`src/rtl/qdiv_f_seq.sv`:
```
// Iterative IEEE 754 single-precision divider (result = a / b).
// Produces one restoring-division quotient bit per clock and takes one operation
// at a time over a valid/ready handshake. Rounding truncates toward zero, and
// subnormal operands and results are flushed to zero.
//
// Handshake: an operation is taken on the rising edge where valid_i && ready_o.
// ready_o is high only in IDLE. valid_i seen while busy is ignored and nothing
// is queued. valid_o is a one-cycle pulse in DONE, and result_o/div_by_zero_o
// are valid with that pulse. They hold their value until the next DONE.
module qdiv_f_seq #(
  parameter int I    = 9,
  parameter int F    = 23,
  parameter int BIAS = 127
) (
  input  logic           clk_i,
  input  logic           rst_i,
  input  logic           valid_i,
  output logic           ready_o,
  input  logic [I+F-1:0] a_i,
  input  logic [I+F-1:0] b_i,
  output logic           valid_o,
  output logic [I+F-1:0] result_o,
  output logic           div_by_zero_o,
  output logic [2:0]     dbg_state
);

  localparam int W     = I + F;       // word width
  localparam int EW    = I - 1;       // exponent field width
  localparam int MW    = F + 1;       // mantissa width with hidden one
  localparam int RW    = F + 2;       // remainder / quotient width
  localparam int EXW   = EW + 2;      // signed exponent working width
  localparam int NITER = F + 2;       // quotient bits produced
  localparam int CW    = $clog2(NITER + 1);
  localparam int EMAX  = (1 << EW) - 1;

  typedef enum logic [2:0] {
    S_IDLE  = 3'd0,
    S_CHECK = 3'd1,
    S_DIV   = 3'd2,
    S_NORM  = 3'd3,
    S_DONE  = 3'd4
  } state_t;

  state_t          state;
  logic [W-1:0]    a_q;
  logic [W-1:0]    b_q;
  logic [RW-1:0]   rem;
  logic [RW-1:0]   quo;
  logic [CW-1:0]   cnt;
  logic            sign_q;

  // Field decode of the captured operands
  logic            sa, sb;
  logic [EW-1:0]   ea, eb;
  logic [F-1:0]    fa, fb;
  logic            a_zero, b_zero, a_inf, b_inf, a_nan, b_nan;

  // Division step and normalisation results
  logic            rem_ge;
  logic [RW-1:0]   rem_sub;
  logic [RW-1:0]   rem_next;
  logic [F-1:0]    frac_n;
  logic signed [EXW-1:0] e_norm;
  logic [W-1:0]    norm_result;

  // Special-case classification
  logic            is_special;
  logic [W-1:0]    special_result;
  logic            special_dbz;

  localparam logic [W-1:0] QNAN = {1'b0, {EW{1'b1}}, 1'b1, {(F-1){1'b0}}};

  assign dbg_state = state;

  // Operand field decode and class flags; an all-zero exponent means zero
  always_comb begin
    sa     = a_q[W-1];
    sb     = b_q[W-1];
    ea     = a_q[W-2:F];
    eb     = b_q[W-2:F];
    fa     = a_q[F-1:0];
    fb     = b_q[F-1:0];
    a_zero = (ea == '0);
    b_zero = (eb == '0);
    a_inf  = (ea == {EW{1'b1}}) && (fa == '0);
    b_inf  = (eb == {EW{1'b1}}) && (fb == '0);
    a_nan  = (ea == {EW{1'b1}}) && (fa != '0);
    b_nan  = (eb == {EW{1'b1}}) && (fb != '0);
  end

  // Special-case result selection, highest priority first
  always_comb begin
    is_special     = 1'b1;
    special_result = '0;
    special_dbz    = 1'b0;
    if (a_nan || b_nan || (a_zero && b_zero) || (a_inf && b_inf)) begin
      special_result = QNAN;
    end else if (a_inf) begin
      special_result = {sa ^ sb, {EW{1'b1}}, {F{1'b0}}};
    end else if (b_zero) begin
      special_result = {sa ^ sb, {EW{1'b1}}, {F{1'b0}}};
      special_dbz    = 1'b1;
    end else if (a_zero || b_inf) begin
      special_result = {sa ^ sb, {(W-1){1'b0}}};
    end else begin
      is_special = 1'b0;
    end
  end

  // One restoring step: subtract the divisor when it fits, then shift left
  always_comb begin
    rem_ge   = (rem >= {1'b0, 1'b1, fb});
    rem_sub  = rem_ge ? (rem - {1'b0, 1'b1, fb}) : rem;
    rem_next = {rem_sub[RW-2:0], 1'b0};
  end

  // Normalise the quotient, rebias the exponent and clamp overflow/underflow
  always_comb begin
    frac_n = quo[RW-1] ? quo[RW-2:1] : quo[RW-3:0];
    e_norm = EXW'({2'b00, ea}) - EXW'({2'b00, eb}) + EXW'(BIAS)
           - EXW'(quo[RW-1] ? 0 : 1);
    if (e_norm >= $signed(EXW'(EMAX))) begin
      norm_result = {sign_q, {EW{1'b1}}, {F{1'b0}}};
    end else if (e_norm <= $signed(EXW'(0))) begin
      norm_result = {sign_q, {(W-1){1'b0}}};
    end else begin
      norm_result = {sign_q, e_norm[EW-1:0], frac_n};
    end
  end

  // Control FSM with registered handshake and result outputs
  always_ff @(posedge clk_i) begin
    if (rst_i) begin
      state         <= S_IDLE;
      ready_o       <= 1'b1;
      valid_o       <= 1'b0;
      result_o      <= '0;
      div_by_zero_o <= 1'b0;
      a_q           <= '0;
      b_q           <= '0;
      rem           <= '0;
      quo           <= '0;
      cnt           <= '0;
      sign_q        <= 1'b0;
    end else begin
      valid_o <= 1'b0;
      case (state)
        S_IDLE: begin
          if (valid_i) begin
            a_q     <= a_i;
            b_q     <= b_i;
            ready_o <= 1'b0;
            state   <= S_CHECK;
          end
        end
        S_CHECK: begin
          sign_q <= sa ^ sb;
          if (is_special) begin
            result_o      <= special_result;
            div_by_zero_o <= special_dbz;
            valid_o       <= 1'b1;
            state         <= S_DONE;
          end else begin
            rem   <= {1'b0, 1'b1, fa};
            quo   <= '0;
            cnt   <= '0;
            state <= S_DIV;
          end
        end
        S_DIV: begin
          rem <= rem_next;
          quo <= {quo[RW-2:0], rem_ge};
          cnt <= cnt + 1'b1;
          if (cnt == CW'(NITER - 1)) begin
            state <= S_NORM;
          end
        end
        S_NORM: begin
          result_o      <= norm_result;
          div_by_zero_o <= 1'b0;
          valid_o       <= 1'b1;
          state         <= S_DONE;
        end
        S_DONE: begin
          ready_o <= 1'b1;
          state   <= S_IDLE;
        end
        default: begin
          ready_o <= 1'b1;
          state   <= S_IDLE;
        end
      endcase
    end
  end

endmodule

```
`config.mk`:
```
export PLATFORM = sky130hd
export DESIGN_NAME = qdiv_f_seq
export DESIGN_NICKNAME = d
export VERILOG_FILES = /design/src/rtl/qdiv_f_seq.sv
export SDC_FILE = /design/constraint.sdc
export NUM_CORES = 1
export LEC_CHECK = 0
export CAP_MARGIN = 20
export CORE_ASPECT_RATIO = 1.5
export CORE_MARGIN = 2
export CORE_UTILIZATION = 34
export DETAILED_ROUTE_END_ITERATION = 10
export DONT_BUFFER_PORTS = 1
export PLACE_DENSITY = 0.52
export SETUP_SLACK_MARGIN = 0.2
export SLEW_MARGIN = 20
export SYNTH_ARGS = -nofsm -noshare
export SYNTH_HDL_FRONTEND = slang
export SYNTH_SLANG_ARGS = --single-unit
```
`constraint.sdc`:
```
create_clock -name clk_i -period 4 [get_ports clk_i]
set_input_delay 0.4 -clock clk_i [delete_from_list [all_inputs] [get_ports clk_i]]
set_output_delay 0.4 -clock clk_i [all_outputs]
set_load 0.01 [all_outputs]
```
==> results.py, run 1 <==
metrics = {
    "logic_synthesis": {
        "synth_simple_gate_area_share_pct": 21.9,
        "synth_seq_cells": 158,
        "ys_top_cells_by_area": "dfxtp_1, nand2_1, a21oi_1",
        "syn_area_sq_um": 8770,
        "synth_compound_area_share_pct": 21.8,
        "netlist_instances": 1111,
        "synth_edf_count": 0,
        "synth-async-reset-ratio_pct": 0,
        "ys.flop_type": "dfxtp_1",
        "ys_seq_area_share_pct": 36.0,
        "synth_top_cell_area_share_pct": 36.0,
        "synth_mux_area_share_pct": 5.59,
        "ys_types": 78,
        "synth_commonest_cells": "nand2_1, dfxtp_1, a21oi_1",
        "synth.most_common_cell": "nand2_1",
        "synth_fp_nets": 1220,
        "yosysTopAreaCell": "dfxtp_1",
        "yosysWarnings": 0,
        "syn-mean-instance-area_sq_um": 7.90,
        "synth_top_family_by_area": "simple AND/OR/NAND/NOR gates",
        "synthAdderAreaFrac_pct": 6.25,
        "synth_xor_area_share_pct": 3.07,
    },
    "worst_setup_path": {
        "crit_required_ps": 4330,
        "crit_start": "a_q[23]$_SDFFE_PP0P_",
        "crit_fanout": 6,
        "end_kind": "register",
        "reg2reg_to": "result_o[9]$_SDFFE_PP0P_",
        "worst-setup-path-type": "reg -> reg",
        "crit_arrival_ps": 3970,
        "start_kind": "register",
        "r2r_slack_ps": 360,
        "worstSetupEndpoint": "result_o[9]$_SDFFE_PP0P_",
        "r2r_cells": 18,
        "r2r-start": "a_q[23]$_SDFFE_PP0P_",
    },
    "placement": {
        "dp_cells": 1400,
        "dp_hpwl_um": 16800,
        "gp_congestion": 0.833,
        "port_buffers": 0,
        "place_ws_ps": 185,
    },
    "sta": {
        "clock.fmax_ghz": 0.275,
        "finalHoldViolCount": 0,
        "fin_setup_tns_ps": 0,
        "fin_skew_ps": 10.1,
        "worst_slew_pin_slew_ps": 927,
        "max_slew_margin_pct": 38.2,
        "rsz0062_at_grt": "false",
        "setup_slack_ps": 362,
        "fin_crit_ps": 3640,
        "slew_violations": 0,
        "finalSetupViolCount": 0,
        "post-route-period-util_pct": 90.9,
    },
    "detailed_routing": {
        "wl_met2_um": 13000,
        "detail-route-antenna-nets": 0,
        "drtIter0Drc": 290,
        "drt-vias-per-instance": 5.25,
        "drtPass1Iterations": 4,
        "wl_per_cell_um": 16.4,
        "dr_total_vias": 7584,
        "drc": 0,
        "met1_length_um": 9530,
        "routed.top_layer": "met4",
        "dr_wl_met3_um": 553,
        "finalWirelength_um": 23700,
    },
    "global_route": {
        "grt_pass1_vias": 7476,
        "antenna_found_initial": 0,
        "grt_first_pass_wirelength_um": 37200,
        "grt.overflow.total": 0,
        "track_usage_pct": 17.3,
        "grt_max_degree": 134,
    },
    "floorplan": {
        "placementRows": 72,
        "die_x_um": 135,
        "dieArea_sq_um": 27100,
        "core_area_sq_um": 25600,
        "fp.dieH_um": 201,
        "initial_core_util_pct": 34.3,
        "ios": 105,
    },
    "finish": {
        "final_cells": 1445,
        "drive_gt1_share_pct": 14.1,
        "areaGrowthSynthToFinish_pct": 12.7,
        "antenna_cells": 0,
        "nNetsFinal": 1208,
        "nFillCells": 2708,
    },
    "power": {
        "peakVddDrop_mv": 0.316,
        "leakage_nw": 3.51,
        "powerDensity_nw_per_um2": 551,
    },
    "clock_network": {
        "ctsRootBufferMaster": "clkbuf_16",
        "clock-sinks": 158,
        "cts_buffer_depth": 2,
        "clk_pin_slew_worst_paths_ps": 60,
        "cts_tree": "done",
        "clk_latency_ps": 440,
        "ctsHoldBuffers": 0,
        "cts_buffers": 17,
        "cts_max_level": 4,
    },
    "min_path": {
        "hp-class": "in -> reg",
    },
    "run": {
        "max_cap_viol_count": 0,
    },
    "run_status": {
        "status": "complete, no violations",
    },
}
[worst min-delay path by stage]
stage,start,endpoint,slack (ps),cells after the start
after detailed placement,quo[23]$_SDFFE_PP0P_,quo[24]$_SDFFE_PP0P_,460,2
after floorplan,quo[23]$_SDFFE_PP0P_,quo[24]$_SDFFE_PP0P_,440,2
after CTS,rst_i,quo[18]$_SDFFE_PP0P_,20,1
after global routing,rst_i,result_o[30]$_SDFFE_PP0P_,30,1
after global placement,a_q[31]$_SDFFE_PP0P_,a_q[31]$_SDFFE_PP0P_,450,2
final,rst_i,result_o[30]$_SDFFE_PP0P_,40,1
[what timing repair did]
item | CTS | global route
pin swaps | 1 | 16
gates resized for setup | 0 | 26
setup buffers | 2 | 8
cloned | 0 | 3
setup endpoints to repair | 22 | 28
[power by group]
part	internal, mW	switching (mW)
Clock	0.848	0.694
Combinational	0.956	1.17
Sequential	1.68	0.105
Total	3.48	1.97
[worst max-delay path, stage by stage, from the launching register on]
cell	delay, ps
dfxtp_2	320
inv_2	60
ha_4	130
inv_2	30
fa_2	390
xor2_2	150
inv_1	50
ha_1	270
a21o_1	190
a21oi_2	160
nor3_2	70
o31ai_2	290
and2_4	210
xnor2_2	120
or4b_4	500
o211ai_4	220
buf_12	150
clkbuf_16	150
o21ai_2	50
[cells in the final DEF (no fill, tap or decap), types with 5 or more instances in the layout]
| cell | instances |
|---|---|
| nand2_1 | 251 |
| dfxtp_1 | 155 |
| a21oi_1 | 140 |
| mux2i_1 | 49 |
| inv_1 | 46 |
| nor2_1 | 45 |
| nand3_1 | 37 |
| ha_1 | 33 |
| o21ai_0 | 29 |
| buf_4 | 23 |
| a31o_2 | 20 |
| o21ai_2 | 19 |
| clkbuf_16 | 19 |
| nor3_1 | 16 |
| xnor2_1 | 14 |
| nor4_1 | 14 |
| nand4_1 | 13 |
| a21o_1 | 11 |
| nand2b_1 | 10 |
| xor2_1 | 10 |
| a211oi_1 | 7 |
| o21ai_1 | 6 |
| o21a_1 | 6 |
| o22ai_1 | 6 |
| a31oi_1 | 6 |
| nor2_2 | 5 |
| a21oi_2 | 5 |
| or3_1 | 5 |
[per-stage QoR]
stage	total power [mW]	cell area [sq um]	hold WS, ps	utilization [%]
2_1_floorplan	3.32	8780	440	-
3_3_place_gp	3.71	9070	453	35.5
3_5_place_dp	3.73	9070	458	35.5
4_1_cts	5.30	9640	23.1	37.7
5_1_grt	5.79	9890	31.5	38.6
6_report	5.45	9890	42.5	38.6
[cells by family after synthesis]
| kind of cell | Yosys count |
|---|---|
| simple gates | 432 |
| compound gates | 292 |
| flops | 158 |
| mux | 49 |
| fa+ha+maj | 42 |
| buf+inv | 109 |
| xor+xnor | 29 |
[final cells by class]
cell class | instances | area [sq um] | area share (%)
inverter | 49 | 184 | 1.86
clock inverter | 11 | 82.6 | 0.835
timing repair buffer | 29 | 294 | 2.97
sequential | 158 | 3170 | 32.0
tap | 333 | 417 | 4.21
multi-input combinational | 844 | 5270 | 53.3
clock buffer | 21 | 470 | 4.76
[state kept, by name, indices dropped and copies added, names as in the netlist]
register	count
a_q	32
sign_q	1
b_q	32
cnt	5
div_by_zero_o	1
quo	25
result_o	32
rem	25
dbg_state	3
valid_o	1
ready_o	1
[metal layers]
metal	up-vias	global-route usage, %
met2	104	33.1
met1	3579	18.5
met3	36	2.78
met4	0	6.99
met5	-	0
li1	3865	-
Note: power is estimated with default switching activity, not from simulation.
==> inputs of run 2 (changes only) <==
--- a/config.mk
+++ b/config.mk
@@ -11,7 +11,7 @@
 export CORE_UTILIZATION = 34
 export DETAILED_ROUTE_END_ITERATION = 10
 export DONT_BUFFER_PORTS = 1
-export PLACE_DENSITY = 0.52
+export PLACE_DENSITY = 0.58
 export SETUP_SLACK_MARGIN = 0.2
 export SLEW_MARGIN = 20
 export SYNTH_ARGS = -nofsm -noshare
==> constraint.sdc (replaced) <==
create_clock -name clk_i -period 3.1 [get_ports clk_i]
set_input_delay 0.31 -clock clk_i [delete_from_list [all_inputs] [get_ports clk_i]]
set_output_delay 0.31 -clock clk_i [all_outputs]
set_load 0.01 [all_outputs]
==> run 2 against run 1 <==
Via count is 5.4% higher. Combinational power grew 69%. Non-clock buffer count grew 80. Register-to-register slack got worse by 790 ps. Largest power group unchanged. Critical path type unchanged. Global-route usage rose by 1.2 points. Wire length up 4.7%. The run now ends with setup timing left.
==> results.py, run 2 (synthesized netlist as in run 1, its figures left out) <==
metrics = {
    "global_route": {
        "grt_max_degree": 108,
        "grt_first_pass_wirelength_um": 39900,
        "track_usage_pct": 18.5,
        "grt.overflow.total": 0,
        "antenna_found_initial": 0,
        "grt_pass1_vias": 7940,
    },
    "worst_setup_path": {
        "r2r_cells": 19,
        "end_kind": "register",
        "slowest_delay_ps": 500,
        "crit_required_ps": 3420,
        "crit_chain": "inv_2, ha_4, inv_2, fa_2, xor2_4, inv_2, ha_4, a21o_1, a21oi_2, nor3_2, o31ai_4, and2_4, xnor2_2, or4b_4, o211ai_4, buf_6, buf_6, buf_16, o21ai_2",
        "crit_arrival_ps": 3850,
        "crit_fanout": 6,
        "start_kind": "register",
        "slowest_stage": "or4b_4",
        "critPathTopFamily": "compound AO/OA/AOI/OAI gates",
        "cp_common_cell": "inv_2",
        "worst-setup-path-type": "reg -> reg",
        "cp.depth": 19,
        "critical_path_buf_inv_count": 6,
    },
    "power": {
        "peakVddDrop_mv": 0.419,
        "powerDensity_nw_per_um2": 717,
        "leakage_nw": 3.97,
    },
    "finish": {
        "drive_gt1_share_pct": 23.2,
        "nNetsFinal": 1288,
        "antenna_cells": 0,
        "areaGrowthSynthToFinish_pct": 25.0,
        "finish.utilization_pct": 42.9,
        "final_common_cell": "nand2_1",
        "most-common-layout-cells": "nand2_1, dfxtp_1, a21oi_1, buf_4, mux2i_1",
        "reg_top3": "a_q (32), b_q (32), result_o (32)",
    },
    "detailed_routing": {
        "drc": 0,
        "dr_total_vias": 7990,
        "detail-route-antenna-nets": 0,
        "wl_per_cell_um": 16.3,
        "finalWirelength_um": 24900,
        "drtPass1Iterations": 4,
        "drt-vias-per-instance": 5.25,
        "drtIter0Drc": 311,
    },
    "sta": {
        "finalHoldViolCount": 0,
        "rsz0062_at_grt": "true",
        "worst_slew_pin_slew_ps": 1160,
        "post-route-period-util_pct": 114,
        "fin_skew_ps": 8.28,
        "finalSetupViolCount": 31,
        "fin_crit_ps": 3530,
        "max_slew_margin_pct": 22.4,
        "slew_violations": 0,
        "clock.fmax_ghz": 0.283,
        "setup_slack_ps": -428,
        "fin_setup_tns_ps": -10780,
    },
    "floorplan": {
        "core_area_sq_um": 25600,
        "ios": 105,
        "initial_core_util_pct": 34.3,
        "fp.dieH_um": 201,
        "placementRows": 72,
        "dieArea_sq_um": 27100,
        "die_x_um": 135,
    },
    "clock_network": {
        "cts_buffers": 17,
        "ctsRootBufferMaster": "clkbuf_16",
        "clk_latency_ps": 430,
        "cts_max_level": 4,
        "cts_tree": "done",
        "clk_pin_slew_worst_paths_ps": 60,
        "clock-sinks": 158,
        "cts_buffer_depth": 2,
    },
    "run_status": {
        "status": "complete, but fails checks",
        "violations": "setup timing",
    },
    "placement": {
        "dp_hpwl_um": 17000,
        "gp_congestion": 0.867,
        "port_buffers": 0,
    },
    "min_path": {
        "hp-class": "in -> reg",
        "holdPathStages": 2,
    },
    "run": {
        "max_cap_viol_count": 0,
    },
}
## run 2: changes by cell type in the layout (fill, tap and decap cells not counted), moves of 5 or more
cell           previous run  this run
o21ai_2                  19        28
ha_4                      4        13
dlygate4sd3_1             0        13
dfxtp_2                   3        13
dfxtp_1                 155       145
buf_16                    0         6
ha_1                     33        23
buf_4                    23        77
o21ai_0                  29        24
buf_6                     1        10
## run 2: path summary, 6_finish.rpt
kind | startpoint | to | slack, ps
hold / removal | b_i[15] | b_q[15]$_SDFFE_PP0P_ | 8
setup / recovery | a_q[23]$_SDFFE_PP0P_ | result_o[20]$_SDFFE_PP0P_ | -430
setup reg to reg | a_q[23]$_SDFFE_PP0P_ | result_o[20]$_SDFFE_PP0P_ | -430
hold reg to reg | b_q[17]$_SDFFE_PP0P_ | b_q[17]$_SDFFE_PP0P_ | 460
## run 2: cell type report
type / instances / area (sq um)
Timing Repair Buffer: 109 / 1050
Inverter: 49 / 186
Clock inverter: 10 / 93.8
Fill cell: 2616 / 14600
Multi-Input combinational cell: 844 / 5610
Clock buffer: 20 / 437
Sequential cell: 158 / 3180
Tap cell: 333 / 417
## run 2: routing by layer
metal	vias up	global-route usage (%)	wire, um
li1	4023	-	-
met3	50	3.46	858
met4	0	7.70	861
met2	154	34.7	13200
met5	-	0	0
met1	3763	20.0	9930
## run 2: power breakdown
part | internal (mW) | leakage (nW) | switching [mW]
clock | 1.09 | 0.252 | 0.860
sequential | 2.16 | 1.29 | 0.132
combinational | 1.78 | 2.43 | 1.83
## run 2: what timing repair did
item / CTS / global route
buffers inserted: 11 / 5
cloned: 5 / 0
endpoints found under the hold margin: 107 / 1
pin swaps: 31 / 27
hold buffers: 13 / 1
setup endpoints to repair: 47 / 56
resized for setup: 33 / 57
## run 2: stage by stage
stage          total power, mW  instances  setup WS [ps]  hold slack (ps)  instance area, sq um
4_1_cts                   7.61       1517           -465            0.123                 10700
3_3_place_gp              5.27       1458           -477              404                  9630
5_1_grt                   8.36       1523           -597             3.53                 11000
3_5_place_dp              5.30       1458           -544              405                  9630
6_report                  7.86       1523           -428             7.74                 11000
2_1_floorplan             4.38       1111           -589              438                  8900
## run 2: worst register-to-register path: stages (launching register included)
cell and delay (ps):
dfxtp_2 320, inv_2 50, ha_4 120, inv_2 40, fa_2 420, xor2_4 180, inv_2 80, ha_4 190
a21o_1 160, a21oi_2 160, nor3_2 70, o31ai_4 190, and2_4 190, xnor2_2 120, or4b_4 500, o211ai_4 200
buf_6 120, buf_6 120, buf_16 140, o21ai_2 50
==> inputs of run 3 (changes only) <==
--- a/config.mk
+++ b/config.mk
@@ -8,10 +8,11 @@
 export CAP_MARGIN = 20
 export CORE_ASPECT_RATIO = 1.5
 export CORE_MARGIN = 2
-export CORE_UTILIZATION = 34
+export CORE_UTILIZATION = 58
 export DETAILED_ROUTE_END_ITERATION = 10
 export DONT_BUFFER_PORTS = 1
-export PLACE_DENSITY = 0.58
+export GPL_ROUTABILITY_DRIVEN = 0
+export PLACE_DENSITY = 0.84
 export SETUP_SLACK_MARGIN = 0.2
 export SLEW_MARGIN = 20
 export SYNTH_ARGS = -nofsm -noshare
==> run 3 against run 2 <==
The flow still finishes with violations (setup timing). Die area is 40% lower. Clock-buffer cell count down 3. Sequential share of layout area up 0.69 points. Worst hold slack worse by 6.4 ps. Setup slack worse by 100 ps.
==> results.py, run 3 (synthesized netlist as in run 1, its figures left out) <==
metrics = {
    "global_route": {
        "track_usage_pct": 29.7,
        "use_met3_pct": 4.72,
        "grt_first_pass_wirelength_um": 38800,
        "busiest_layer": "met2",
        "antenna_found_initial": 0,
        "grt_use_met1_pct": 29.1,
        "grt_max_degree": 106,
        "grt.overflow.total": 0,
        "met2_usage_pct": 57.1,
        "grt_pass1_vias": 8308,
    },
    "placement": {
        "dp_cells": 1317,
        "port_buffers": 0,
        "placed_area_sq_um": 9400,
        "dp_hpwl_um": 15500,
        "place_ws_ps": -544,
    },
    "worst_setup_path": {
        "crit_fanout": 6,
        "crit_chain": "inv_2, ha_4, inv_2, fa_2, buf_6, xor2_4, buf_4, fa_2, nor2b_2, nor2_4, nor3_2, a21oi_2, xnor2_1, or4b_4, o211ai_4, buf_6, buf_12, o32ai_2",
        "crit_arrival_ps": 3940,
        "r2r_cells": 18,
        "reg2reg_to": "result_o[22]$_SDFFE_PP0P_",
        "start_kind": "register",
        "slowest_delay_ps": 570,
        "crit_required_ps": 3410,
        "end_kind": "register",
        "r2r-start": "a_q[23]$_SDFFE_PP0P_",
        "slowest_stage": "or4b_4",
        "worst-setup-path-type": "reg -> reg",
        "r2r_slack_ps": -530,
    },
    "detailed_routing": {
        "wl_per_cell_um": 18.6,
        "dr_total_vias": 8403,
        "drtPass1Iterations": 7,
        "finalWirelength_um": 25600,
        "drtIter0Drc": 588,
        "drt-vias-per-instance": 6.11,
        "drc": 0,
        "detail-route-antenna-nets": 0,
    },
    "finish": {
        "final_cells": 1376,
        "areaGrowthSynthToFinish_pct": 22.0,
        "fin_area_sq_um": 10700,
        "final_common_cell": "nand2_1",
        "antenna_cells": 0,
        "drive_gt1_share_pct": 22.1,
        "reg_top3": "a_q (32), b_q (32), result_o (32)",
        "most-common-layout-cells": "nand2_1, dfxtp_1, a21oi_1, buf_4, mux2i_1",
        "nNetsFinal": 1273,
    },
    "clock_network": {
        "cts_buffer_depth": 2,
        "ctsRootBufferMaster": "clkbuf_16",
        "cts_max_level": 4,
        "cts_tree": "done",
        "clk_latency_ps": 430,
        "clk_pin_slew_worst_paths_ps": 70,
        "clock-sinks": 158,
        "cts_buffers": 17,
    },
    "min_path": {
        "holdPathEnd": "b_q[18]$_SDFFE_PP0P_",
        "holdPathStages": 2,
        "hp-class": "in -> reg",
        "worstHoldStart": "b_i[18]",
    },
    "run_status": {
        "status": "complete, but fails checks",
        "violations": "setup timing",
    },
    "power": {
        "peakVddDrop_mv": 0.454,
        "powerDensity_nw_per_um2": 741,
        "leakage_nw": 3.90,
    },
    "sta": {
        "post-route-period-util_pct": 117,
        "max_slew_margin_pct": 36.8,
        "slew_violations": 0,
        "rsz0062_at_grt": "true",
        "worst_slew_pin_slew_ps": 943,
        "fin_crit_ps": 3630,
        "fin_setup_tns_ps": -14120,
        "finalSetupViolCount": 31,
        "fin_skew_ps": 11.0,
        "setup_slack_ps": -532,
        "finalHoldViolCount": 0,
        "clock.fmax_ghz": 0.275,
    },
    "floorplan": {
        "die_x_um": 104,
        "initial_core_util_pct": 58.8,
        "dieArea_sq_um": 16100,
        "fp.dieH_um": 155,
        "placementRows": 55,
        "core_area_sq_um": 14900,
        "ios": 105,
    },
    "run": {
        "max_cap_viol_count": 0,
    },
}
## run 3: changes by cell type in the layout (fill, tap and decap cells not counted), sizes merged
cell,previous run,this run
buf,96,86
clkbuf,20,19
bufinv,1,0
dlygate4sd3,13,6
clkinvlp,3,5
clkinv,5,3
inv,50,56
## run 3: timing repair
action                                  4_1_cts  5_1_grt
gates cloned                                  3        2
hold buffers                                  2        5
resized for setup                            26       54
pin swaps                                    16       15
hold endpoints to repair                    105        5
buffers inserted                             10        5
endpoints found under the setup margin       55       56
## run 3: area by class of cell
cell class / instances / area [sq um]
multi-input combinational: 844 / 5610
fill: 1092 / 4230
sequential: 158 / 3180
timing repair buffer: 94 / 905
clock buffer: 17 / 425
tap: 199 / 249
inverter: 49 / 184
clock inverter: 15 / 151
## run 3: layer usage
layer | vias up | part of all wire, %
met5 | - | 0
met4 | 0 | 5.6
met3 | 97 | 5.1
met2 | 336 | 54
met1 | 3985 | 35
li1 | 3985 | -
## run 3: worst max path at each step
stage                                 to  slack (ps)  cells after the start                  from
6_report       result_o[22]$_SDFFE_PP0P_        -530                     18  a_q[23]$_SDFFE_PP0P_
5_1_grt        result_o[17]$_SDFFE_PP0P_        -650                     21  a_q[23]$_SDFFE_PP0P_
4_1_cts        result_o[22]$_SDFFE_PP0P_        -400                     18  a_q[23]$_SDFFE_PP0P_
3_5_place_dp   result_o[13]$_SDFFE_PP0P_        -540                     17  a_q[23]$_SDFFE_PP0P_
3_3_place_gp   result_o[22]$_SDFFE_PP0P_        -460                     17  a_q[23]$_SDFFE_PP0P_
2_1_floorplan  result_o[22]$_SDFFE_PP0P_        -590                     17  a_q[23]$_SDFFE_PP0P_
## run 3: where the power goes
group | internal, mW | leakage [nW] | switching (mW) | total, mW
combinational | 1.68 | 2.34 | 1.90 | 3.58
sequential | 2.16 | 1.29 | 0.136 | 2.30
clock | 1.07 | 0.269 | 0.985 | 2.05
total | 4.91 | 3.90 | 3.02 | 7.93
## run 3: critical path, delay by kind of cell (launching register included)
family	cells	cell delay, ps
adder cells (fa/ha/maj)	3	910
AO/OA/AOI/OAI	3	320
buffers and inverters	6	700
flip-flops	1	330
XOR/XNOR	2	280
AND/OR/NAND/NOR	4	970
## run 3: per-stage QoR
step / util, % / power, mW / hold slack, ps
detailed placement: 62.9 / 5.22 / 407
CTS: 68.8 / 7.48 / 2.10
global placement: 62.9 / 5.14 / 402
floorplan: - / 4.38 / 438
global route: 71.7 / 8.29 / -0.943
finish: 71.7 / 7.93 / 1.37
